### config.mk
export PLATFORM = sky130hd
export DESIGN_NAME = scan_sequencer_nbit
export DESIGN_NICKNAME = d
export VERILOG_FILES = /design/src/rtl/scan_seq_pkg.sv /design/src/rtl/scan_dwell_timer.sv /design/src/rtl/scan_sequencer_nbit.sv
export SDC_FILE = /design/constraint.sdc
export NUM_CORES = 1
export LEC_CHECK = 0
export BUFFER_PORTS_ARGS = -buffer_cell sky130_fd_sc_hd__buf_2
export CORE_ASPECT_RATIO = 1.1
export CORE_UTILIZATION = 59
export DETAILED_ROUTE_END_ITERATION = 10
export PLACE_DENSITY = 0.83
export SLEW_MARGIN = 20
export SYNTH_ARGS = -nofsm -noshare
export SYNTH_HDL_FRONTEND = slang
export SYNTH_HIERARCHICAL = 1
export SYNTH_SLANG_ARGS = --single-unit
### constraint.sdc
create_clock -name clk -period 3.8 [get_ports clk]
set_clock_uncertainty 0.1 [all_clocks]
set_input_delay 0.57 -clock clk [delete_from_list [all_inputs] [get_ports clk]]
set_output_delay 0.57 -clock clk [all_outputs]
set_load 0.03 [all_outputs]
### src/rtl/scan_seq_pkg.sv
// Shared types and constants for the scan sequencer: FSM state encoding and reset index.
package scan_seq_pkg;

  localparam int STATE_W   = 2;
  localparam int RESET_IDX = 0;

  typedef enum logic [STATE_W-1:0] {
    ST_IDLE = 2'd0,
    ST_SCAN = 2'd1,
    ST_GAP  = 2'd2,
    ST_DONE = 2'd3
  } state_t;

endpackage

### src/rtl/scan_dwell_timer.sv
// Per-index dwell counter: counts while run is high, expire flags count==limit.
module scan_dwell_timer #(
  parameter int DWELL_W = 8
) (
  input  logic               clk,
  input  logic               rst,
  input  logic               clear,
  input  logic               run,
  input  logic [DWELL_W-1:0] limit,
  output logic               expire
);

  logic [DWELL_W-1:0] count_reg;

  always_ff @(posedge clk) begin
    if (rst || clear) begin
      count_reg <= '0;
    end else if (run) begin
      count_reg <= count_reg + DWELL_W'(1);
    end
  end

  assign expire = (count_reg == limit);

endmodule

### src/rtl/scan_sequencer_nbit.sv
// Index generator stepping a downstream one-hot decoder through an inclusive range.
// Optional macro SCAN_SEQUENCER_GAP_EN inserts an enable-low GAP cycle before every index change.
module scan_sequencer_nbit
  import scan_seq_pkg::*;
#(
  parameter int N       = 3,
  parameter int DWELL_W = 8
) (
  input  logic               clk,
  input  logic               rst,
  input  logic               start,
  input  logic               stop,
  input  logic               mode_cont,
  input  logic [N-1:0]       first_idx,
  input  logic [N-1:0]       last_idx,
  input  logic [DWELL_W-1:0] dwell,
  output logic [N-1:0]       a,
  output logic               enable,
  output logic               busy,
  output logic               done,
  output logic               wrap
);

  state_t             state_reg, state_next;
  logic [N-1:0]       a_reg, a_next;
  logic               enable_reg, enable_next;
  logic               done_reg, done_next;
  logic               wrap_reg, wrap_next;
  logic [N-1:0]       first_reg, first_next;
  logic [N-1:0]       last_reg, last_next;
  logic [DWELL_W-1:0] dwell_reg, dwell_next;
  logic               mode_reg, mode_next;

  logic timer_clear;
  logic timer_run;
  logic timer_expire;

  // Counter only advances in SCAN, so it always enters SCAN at zero.
  assign timer_run   = (state_reg == ST_SCAN);
  assign timer_clear = (state_reg != ST_SCAN) || timer_expire;

  scan_dwell_timer #(
    .DWELL_W(DWELL_W)
  ) u_dwell_timer (
    .clk   (clk),
    .rst   (rst),
    .clear (timer_clear),
    .run   (timer_run),
    .limit (dwell_reg),
    .expire(timer_expire)
  );

  always_ff @(posedge clk) begin
    if (rst) begin
      state_reg  <= ST_IDLE;
      a_reg      <= N'(RESET_IDX);
      enable_reg <= 1'b0;
      done_reg   <= 1'b0;
      wrap_reg   <= 1'b0;
      first_reg  <= '0;
      last_reg   <= '0;
      dwell_reg  <= '0;
      mode_reg   <= 1'b0;
    end else begin
      state_reg  <= state_next;
      a_reg      <= a_next;
      enable_reg <= enable_next;
      done_reg   <= done_next;
      wrap_reg   <= wrap_next;
      first_reg  <= first_next;
      last_reg   <= last_next;
      dwell_reg  <= dwell_next;
      mode_reg   <= mode_next;
    end
  end

  always_comb begin
    state_next  = state_reg;
    a_next      = a_reg;
    enable_next = enable_reg;
    done_next   = 1'b0;
    wrap_next   = 1'b0;
    first_next  = first_reg;
    last_next   = last_reg;
    dwell_next  = dwell_reg;
    mode_next   = mode_reg;

    case (state_reg)
      ST_IDLE: begin
        enable_next = 1'b0;
        if (start && !stop) begin
          first_next  = first_idx;
          last_next   = last_idx;
          dwell_next  = dwell;
          mode_next   = mode_cont;
          state_next  = ST_SCAN;
          a_next      = first_idx;
          enable_next = 1'b1;
        end
      end

      ST_SCAN: begin
        // stop outranks any end-of-range event, so no pulse escapes.
        if (stop) begin
          state_next  = ST_IDLE;
          enable_next = 1'b0;
        end else if (timer_expire) begin
          if (a_reg != last_reg) begin
            a_next = a_reg + N'(1);
`ifdef SCAN_SEQUENCER_GAP_EN
            state_next  = ST_GAP;
            enable_next = 1'b0;
`endif
          end else if (mode_reg) begin
            a_next    = first_reg;
            wrap_next = 1'b1;
`ifdef SCAN_SEQUENCER_GAP_EN
            state_next  = ST_GAP;
            enable_next = 1'b0;
`endif
          end else begin
            state_next  = ST_DONE;
            enable_next = 1'b0;
            done_next   = 1'b1;
          end
        end
      end

      ST_GAP: begin
        if (stop) begin
          state_next  = ST_IDLE;
          enable_next = 1'b0;
        end else begin
          state_next  = ST_SCAN;
          enable_next = 1'b1;
        end
      end

      ST_DONE: begin
        state_next  = ST_IDLE;
        enable_next = 1'b0;
      end

      default: begin
        state_next  = ST_IDLE;
        enable_next = 1'b0;
      end
    endcase
  end

  assign a      = a_reg;
  assign enable = enable_reg;
  assign busy   = (state_reg == ST_SCAN) || (state_reg == ST_GAP);
  assign done   = done_reg;
  assign wrap   = wrap_reg;

endmodule

## After elaboration in Yosys (flattened, before gate mapping)

Cells that the tools add are included.

| cells by class | value |
|---|---|
| add/subtract/negate cells | 2 |
| equal/unequal tests | 13 |
| mux-type cells | 22 |
| bitwise gates (word level) | 2 |
| reduce and logical (&&, ||, !) cells | 12 |

Operators with widths:

| cell | number |
|---|---|
| two-way mux 3 bit | 5 |
| two-way mux 2 bit | 5 |
| two-way mux 1 bit | 9 |
| adder 8 x 1 -> 8 bit, second input constant | 1 |
| equality test 8 bit | 1 |
| case mux 2 bit (4 select lines) | 1 |
| != test 3 x 2 -> 1 bit, second input constant | 2 |
| != test 3 bit, second input constant | 2 |
| case mux 3 bit (2 select lines) | 1 |
| AND reduction 5 bit | 1 |
| OR reduction 5 bit | 1 |
| equality test 2 bit, second input constant | 2 |
| != test 2 x 1 -> 1 bit, second input constant | 2 |
| != test 2 bit, second input constant | 2 |
| case mux 1 bit (4 select lines) | 1 |
| AND reduction 4 bit | 1 |
| adder 3 x 1 -> 3 bit, second input constant | 1 |
| logical OR 1 bit | 3 |
| != test 3 bit | 1 |
| AND reduction 3 bit | 1 |
| equality test 2 x 1 -> 1 bit, second input constant | 1 |
| zero test 2 bit | 1 |
| NOT 1 bit | 2 |
| AND reduction 2 bit | 1 |
| 3 further kinds | 3 |

| word-level totals | value |
|---|---|
| bits in registers | 31 |
| input bits | 19 |
| output and inout bits | 7 |
| word-level logic and storage cells | 61 |

## Logic depth before layout (Yosys ltp)

Gate-level depths: netlist (run 1).

| logic depth | value |
|---|---|
| depth in word-level cells | 5 |
| mapped depth | 8 |

## By module

Netlist (run 1), hierarchy kept.

Modules (own cells, without submodules):

| module | instances | cells each | area each (µm²) | sequential area each (µm²) |
|---|---|---|---|---|
| scan_sequencer_nbit | 1 | 130 | 1097.3 | 460.4 |
| scan_dwell_timer | 1 | 50 | 432.9 | 160.2 |

## Worst setup path after synthesis (run 1)

OpenSTA, ideal clock, no wires.

| timing path | value |
|---|---|
| path type | reg2reg |
| start | register u_dwell_timer.count_reg[3] |
| end | register state_reg[1] |
| setup time | 117 ps |
| arrival | 1751 ps |
| slack | 1832 ps |
| cell stages (with the launch flop) | 9 |
| buffers on the path | 1 |
| clock period less this slack | 1968 ps |
| path through | dfxtp_1 clkbuf_1 xnor2_1 nand4_1 nor2_1 nand2b_1 o41ai_1 o21ai_1 a32o_1 |

| between the ends | value |
|---|---|
| cells in the longest elaborated chain, start to end | 3 |

Ends and longest elaborated chain:

| what | line | source |
|---|---|---|
| start: declaration | scan_dwell_timer.sv:13 | `logic [DWELL_W-1:0] count_reg;` |
| start signal: assignment | scan_dwell_timer.sv:19 | `count_reg <= count_reg + DWELL_W'(1);` |
| equality test 8 bit | scan_dwell_timer.sv:23 | `assign expire = (count_reg == limit);` |
| named net timer_expire | scan_sequencer_nbit.sv:36 | `logic timer_expire;` |
| != test 3 x 2 -> 1 bit (no source line) | n/a |  |
| AND reduction 4 bit (no source line) | n/a |  |
| end signal: assignment | scan_sequencer_nbit.sv:65 | `state_reg <= state_next;` |
| end: declaration | scan_sequencer_nbit.sv:24 | `state_t state_reg, state_next;` |

The timed path passes the listed nets, and every way through them passes these cells.
A chain may end at the register's enable or synchronous reset.

## Final worst setup path (run 1)

| timing path | value |
|---|---|
| start | register u_dwell_timer.count_reg[2] |
| end | register state_reg[1] |

Same word-level chain as after synthesis.

==> run metrics, run 1 <==
clock buffer count from CTS 5; average footprint of a synthesized cell 8.50 µm²; number of gates resized after CTS 0; family of cells with the greatest summed delay on the critical path compound AO/OA/AOI/OAI gates; top cells by count, synth 35 x sky130_fd_sc_hd__nand2_1, 31 x sky130_fd_sc_hd__dfxtp_1, 21 x sky130_fd_sc_hd__a21oi_1; power spent charging and discharging nets 0.234 mW; via count of the first global-routing pass 1,259; number of warning messages in the yosys log 6; most frequently used cell type in the post-synthesis netlist sky130_fd_sc_hd__nand2_1; critical path required time 3920 ps; static leakage 0.672 nW; cell taking the most area after synthesis sky130_fd_sc_hd__dfxtp_1; Post-Syn Instances 180; actual slew at the worst max-slew pin 959 ps; worst hold path type in -> reg; global router's overall resource usage 26.2%; post-placement cell area 0.00165 mm²; Gate power share 25.6%; DIE HEIGHT 55.4 µm; weighted congestion at the end of routability-driven global placement 0.856; overflow left after global routing 0; # Post-CTS Setup Buffers 0; deepest level of the CTS H-tree 2; clk slew on worst S/H paths 100 ps; cell area power density 420 mW/mm²; worst flop-to-flop path startpoint u_dwell_timer/count_reg[2]$_SDFFE_PP0P_; clock tree from TritonCTS yes; part of the total power dissipated in the clock network 24.3%; share of Yosys cell area claimed by the top area cell type 40.6%; number of distinct standard cells referenced by the synthesized netlist 37; count of antenna-violating nets left after detailed routing 0; clk_lat worst skew 330 ps; slowest stage delay, CP 550 ps; leading post-synthesis cells by cell area sky130_fd_sc_hd__dfxtp_1 41%, sky130_fd_sc_hd__nand2_1 8.6%, sky130_fd_sc_hd__a21oi_1 6.9%; design internal power 0.477 mW; Power Total 0.712 mW; max_cap viols 0; final routed wire length divided by cell count 13.6 µm; drt initial violations 36; category of the critical setup timing path reg -> reg; number of sinks driven by the clock tree 31; Starting Density 61.9%; total of hold buffers inserted after clock tree synthesis 0; share of post-route cells with drive strength above 1 19.4%; net count of the mapped netlist 205; total count of max-transition violations in the final report 0; Fin Setup TNS 0 ps; WP data arrival 2350 ps; Setup WS pre-CTS 1600 ps; post-synthesis sequential area ratio 40.6%; Top FF cell, synth sky130_fd_sc_hd__dfxtp_1; initial antenna violation count 0; area enclosed by the die boundary 0.00280 mm²; unrepaired setup endpoints after global routing false; largest voltage drop on the vdd net 0.331 mV; share of total power consumed by net switching 32.9%; port bufs 25; TritonRoute pass-1 iters 5; outcome finished clean; diode count 0; time the final worst path needs with I/O delays and setup 2230 ps; Post-Layout Cell Count 232; number of rows in the core area 19; wire length of the first global-routing pass 5350 µm; clock root buffer sky130_fd_sc_hd__clkbuf_4; Max-slew headroom 35.8%; setup-violating endpoint count in the final report 0; final critical-path setup slack 1570 ps; core outline area 0.00247 mm²; critical path buffer and inverter count 0; Netlist Area Pre-Place 0.00153 mm²; Via-to-Cell Ratio 5.81; chain of cells forming the critical path xnor2_1 -> nand4_1 -> nor2_1 -> nand2b_1 -> o41ai_1 -> o21ai_1 -> a32o_1; total vias in the final route 1,349; Synth-to-Final Area Change 10.8%; top achievable clock speed 449 MHz; number of hold-slack violations in the final timing report 0; startpoint of the lowest-slack hold path last_idx[0]; proportion of power drawn by flip-flops and latches 50.0%; share of the clock period used by the worst path after layout 58.6%; DPL Wire Length 2240 µm; post-layout instance area 0.00170 mm²; Routed Wire Length 3140 µm; flip-flop and latch count after synthesis 31; Worst setup EP type register; worst hold slack 360 ps; final routed DRC violation total 0; Post-layout nets 227; placed cell count 226; number of top-level pins 26; final core utilization 68.6%; maximum fanout count along the critical path 5; count of flip-flops with a built-in enable after synthesis 0; horizontal die dimension 50.6 µm; largest net degree at the start of global routing 22; FFs w/ async S/R, synth 0%; highest-delay cell along the critical path sky130_fd_sc_hd__o41ai_1; kind of start point of the critical path register; buffers from clock root to sink, at most 2; launch point of the critical path u_dwell_timer/count_reg[2]$_SDFFE_PP0P_
## worst reg2reg max path, cell delays in order (launching register included)
cell and delay [ps]:
sky130_fd_sc_hd__dfxtp_1 450, sky130_fd_sc_hd__xnor2_1 160, sky130_fd_sc_hd__nand4_1 130, sky130_fd_sc_hd__nor2_1 210, sky130_fd_sc_hd__nand2b_1 80, sky130_fd_sc_hd__o41ai_1 550, sky130_fd_sc_hd__o21ai_1 160, sky130_fd_sc_hd__a32o_1 280
## per-layer routing
| metal | up-vias | GRT usage, % | wire [µm] |
|---|---|---|---|
| met2 | 42 | 42.7 | 1640 |
| met4 | 0 | 16.3 | 54 |
| met1 | 640 | 28.8 | 1280 |
| met3 | 4 | 8.54 | 168 |
| li1 | 663 | - | - |
| met5 | - | 0 | 0 |
## cell usage in the layout, fill, tap and decap left out, types with 4 or more instances in the layout
master	netlist	final
sky130_fd_sc_hd__clkbuf_4	0	5
sky130_fd_sc_hd__dfxtp_1	31	31
sky130_fd_sc_hd__nor2_1	9	9
sky130_fd_sc_hd__nand4_1	4	4
sky130_fd_sc_hd__a21oi_1	21	21
sky130_fd_sc_hd__inv_1	5	5
sky130_fd_sc_hd__buf_2	1	25
sky130_fd_sc_hd__nand2b_1	6	6
sky130_fd_sc_hd__ha_1	6	6
sky130_fd_sc_hd__or3_1	4	4
sky130_fd_sc_hd__nand2_1	35	35
sky130_fd_sc_hd__xnor2_1	10	10
sky130_fd_sc_hd__xor2_1	6	6
## cells by family after synthesis
group                    Yosys count  share of synthesized area [%]
AND/OR/NAND/NOR                   71                           24.0
AO/OA/AOI/OAI                     38                           15.5
flip-flops                        31                           40.6
XOR/XNOR                          16                           9.16
buffers and inverters             15                           3.84
adder cells (fa/ha/maj)            6                           4.91
multiplexers                       3                           2.04
## area by class of cell
type / instances / area [µm²]
clock buffer: 6 / 41.3
fill: 215 / 777
inverter: 5 / 18.8
multi-input combinational: 134 / 851
sequential: 31 / 621
tap: 31 / 38.8
timing repair buffer: 25 / 125
## worst paths after layout
path	endpoint	cells after the start	slack [ps]
setup / recovery	state_reg[1]$_SDFFE_PP0P_	7	1570
hold / removal	last_reg[0]$_SDFFE_PP0P_	3	360
setup reg to reg	state_reg[1]$_SDFFE_PP0P_	7	1570
hold reg to reg	first_reg[2]$_SDFFE_PP0P_	2	370
## power by group through the flow
stage | combinational [mW] | clock, mW | sequential, mW
floorplan | 0.131 | 0 | 0.373
global placement | 0.173 | 0 | 0.363
detailed placement | 0.179 | 0 | 0.364
CTS | 0.181 | 0.178 | 0.356
global route | 0.200 | 0.193 | 0.359
finish | 0.182 | 0.173 | 0.356
No activity file was read; power rests on OpenSTA's default activity.
==> inputs of run 2 (changes only) <==
--- a/config.mk
+++ b/config.mk
@@ -7,9 +7,9 @@
 export LEC_CHECK = 0
 export BUFFER_PORTS_ARGS = -buffer_cell sky130_fd_sc_hd__buf_2
 export CORE_ASPECT_RATIO = 1.1
-export CORE_UTILIZATION = 59
+export CORE_UTILIZATION = 55
 export DETAILED_ROUTE_END_ITERATION = 10
-export PLACE_DENSITY = 0.83
+export PLACE_DENSITY = 0.78
 export SLEW_MARGIN = 20
 export SYNTH_ARGS = -nofsm -noshare
 export SYNTH_HDL_FRONTEND = slang
==> constraint.sdc (replaced) <==
create_clock -name clk -period 2.1 [get_ports clk]
set_clock_uncertainty 0.1 [all_clocks]
set_input_delay 0.315 -clock clk [delete_from_list [all_inputs] [get_ports clk]]
set_output_delay 0.315 -clock clk [all_outputs]
set_load 0.03 [all_outputs]
==> run metrics, run 2 (synthesis gave the netlist of run 1 again) <==
outcome finished clean; Post-layout nets 233 (+2.6%); unrepaired setup endpoints after global routing false; TritonRoute pass-1 iters 4 (-1); number of rows in the core area 19 (unchanged); share of post-route cells with drive strength above 1 23.1% (+3.7 points); most frequent standard cell in the layout excluding fill and tap cells sky130_fd_sc_hd__nand2_1; clock root buffer sky130_fd_sc_hd__clkbuf_4; setup-violating endpoint count in the final report 0 (unchanged); cell area power density 756 mW/mm² (+80%); DPL Wire Length 2340 µm (+4.5%); largest voltage drop on the vdd net 0.675 mV (+100%); time the final worst path needs with I/O delays and setup 1950 ps (-278 ps); clock tree from TritonCTS yes; buffers from clock root to sink, at most 2 (unchanged); clk_lat worst skew 330 ps (about the same); global router's overall resource usage 23.1% (-3.1 points); maximum fanout count along the critical path 5 (unchanged); count of antenna-violating nets left after detailed routing 0 (unchanged); # fillers 222 (+3.3%); port bufs 25 (unchanged); weighted congestion at the end of routability-driven global placement 0.844 (-1.4%); category of the critical setup timing path reg -> reg; metal2 WL 1540 µm (-6.6%); wire length on met1 1380 µm (+8.1%); wire length on met3 116 µm (-31%); Synth-to-Final Area Change 15.2%; highest-delay cell along the critical path sky130_fd_sc_hd__dfxtp_1; topmost layer with routed signal wires met4; WP data arrival 2070 ps (-280 ps); Fin Setup TNS 0 ps (unchanged); sequential cell area in the final layout 621 µm² (unchanged); max_cap viols 0 (unchanged); most used cells in the layout excluding fill and tap cells 35 x sky130_fd_sc_hd__nand2_1, 31 x sky130_fd_sc_hd__dfxtp_1, 25 x sky130_fd_sc_hd__buf_2; critical path required time 2220 ps (-1700 ps); family of cells with the greatest summed delay on the critical path compound AO/OA/AOI/OAI gates; Routed Wire Length 3120 µm (-0.80%); number of sinks driven by the clock tree 31 (unchanged); Max-slew headroom 71.2% (+35 points); horizontal die dimension 52.3 µm (+3.4%); largest net degree at the start of global routing 22 (unchanged); number of hold-slack violations in the final timing report 0 (unchanged); Via-to-Cell Ratio 5.58 (-4.0%); area enclosed by the die boundary 0.00300 mm² (+7.0%); number of top-level pins 26 (unchanged); actual slew at the worst max-slew pin 430 ps (-529 ps); kind of start point of the critical path register; top achievable clock speed 513 MHz (+14%); final routed DRC violation total 0 (unchanged); total count of max-transition violations in the final report 0 (unchanged); chain of cells forming the critical path xnor2_1 -> nand4_1 -> nor2_1 -> nand2b_1 -> o41ai_2 -> o21ai_1 -> a32o_1; initial antenna violation count 0 (unchanged); core outline area 0.00257 mm² (+3.8%); overflow left after global routing 0 (unchanged); final routed wire length divided by cell count 13.1 µm (-3.7%); clk slew on worst S/H paths 100 ps (about the same); slowest stage delay, CP 410 ps (-140 ps); total vias in the final route 1,334 (-1.1%); DIE HEIGHT 57.3 µm (+3.4%); critical path buffer and inverter count 0 (unchanged); worst hold slack 111 ps (-249 ps); total area of multi-input combinational cells 858 µm² (+0.88%); static leakage 0.716 nW (+6.6%); Worst setup EP type register; drt initial violations 9 (-75%); share of the clock period used by the worst path after layout 92.9% (+34 points); clock buffer count from CTS 5 (unchanged); worst hold path type in -> reg; wire length of the first global-routing pass 5090 µm (-4.8%); Starting Density 59.6% (-2.3 points); diode count 0 (unchanged); deepest level of the CTS H-tree 2 (unchanged); via count of the first global-routing pass 1,229 (-2.4%)
run 2: final timing paths:
path / slack, ps / depth (start not counted) / end / from
hold / removal: 110 / 3 / mode_reg$_SDFFE_PP0P_ / mode_cont
setup reg to reg: 150 / 7 / state_reg[1]$_SDFFE_PP0P_ / u_dwell_timer/count_reg[5]$_SDFFE_PP0P_
setup / recovery: 150 / 7 / state_reg[1]$_SDFFE_PP0P_ / u_dwell_timer/count_reg[5]$_SDFFE_PP0P_
hold reg to reg: 380 / 2 / dwell_reg[1]$_SDFFE_PP0P_ / dwell_reg[1]$_SDFFE_PP0P_
run 2: where the power goes:
part	switching, mW	internal [mW]	leakage [nW]	total, mW
clock network	0.189	0.155	0.0341	0.344
logic	0.205	0.138	0.430	0.343
registers	0.0270	0.619	0.252	0.646
run 2: repair_timing:
item | CTS | global route
gates resized for setup | 0 | 1
buffers inserted | 0 | 0
hold buffers | 0 | 0
endpoints found under the setup margin | 0 | 2
run 2: worst register-to-register path, stage by stage, from the launching register on:
cell and delay (ps):
sky130_fd_sc_hd__dfxtp_1 410, sky130_fd_sc_hd__xnor2_1 150, sky130_fd_sc_hd__nand4_1 120, sky130_fd_sc_hd__nor2_1 200, sky130_fd_sc_hd__nand2b_1 90, sky130_fd_sc_hd__o41ai_2 390
sky130_fd_sc_hd__o21ai_1 140, sky130_fd_sc_hd__a32o_1 270
run 2: final cells by class:
type / count / area share (%)
flip-flops and latches: 31 / 35.2
clock buffers: 6 / 2.91
inverters: 5 / 1.06
well taps: 31 / 2.20
multi-input cells: 134 / 48.7
repair buffers: 31 / 9.65
clock inverters: 1 / 0.284
run 2: stage by stage:
| step | area [µm²] | total power [mW] | setup slack (ps) | util, % | std cells |
|---|---|---|---|---|---|
| after CTS | 1760 | 1.34 | 56.4 | 68.4 | 239 |
| final | 1760 | 1.33 | 149 | 68.7 | 239 |
| after detailed placement | 1700 | 0.993 | 79.8 | 66.2 | 232 |
| after global routing | 1760 | 1.41 | 69.0 | 68.7 | 239 |
| after floorplan | 1530 | 0.912 | 132 | - | 180 |
| after global placement | 1700 | 0.984 | 257 | 66.2 | 232 |
run 2: per-layer routing:
layer	vias to the layer above	GRT usage [%]
met5	-	0
met2	32	40.3
li1	679	-
met4	0	9.02
met1	613	24.8
met3	10	8.00
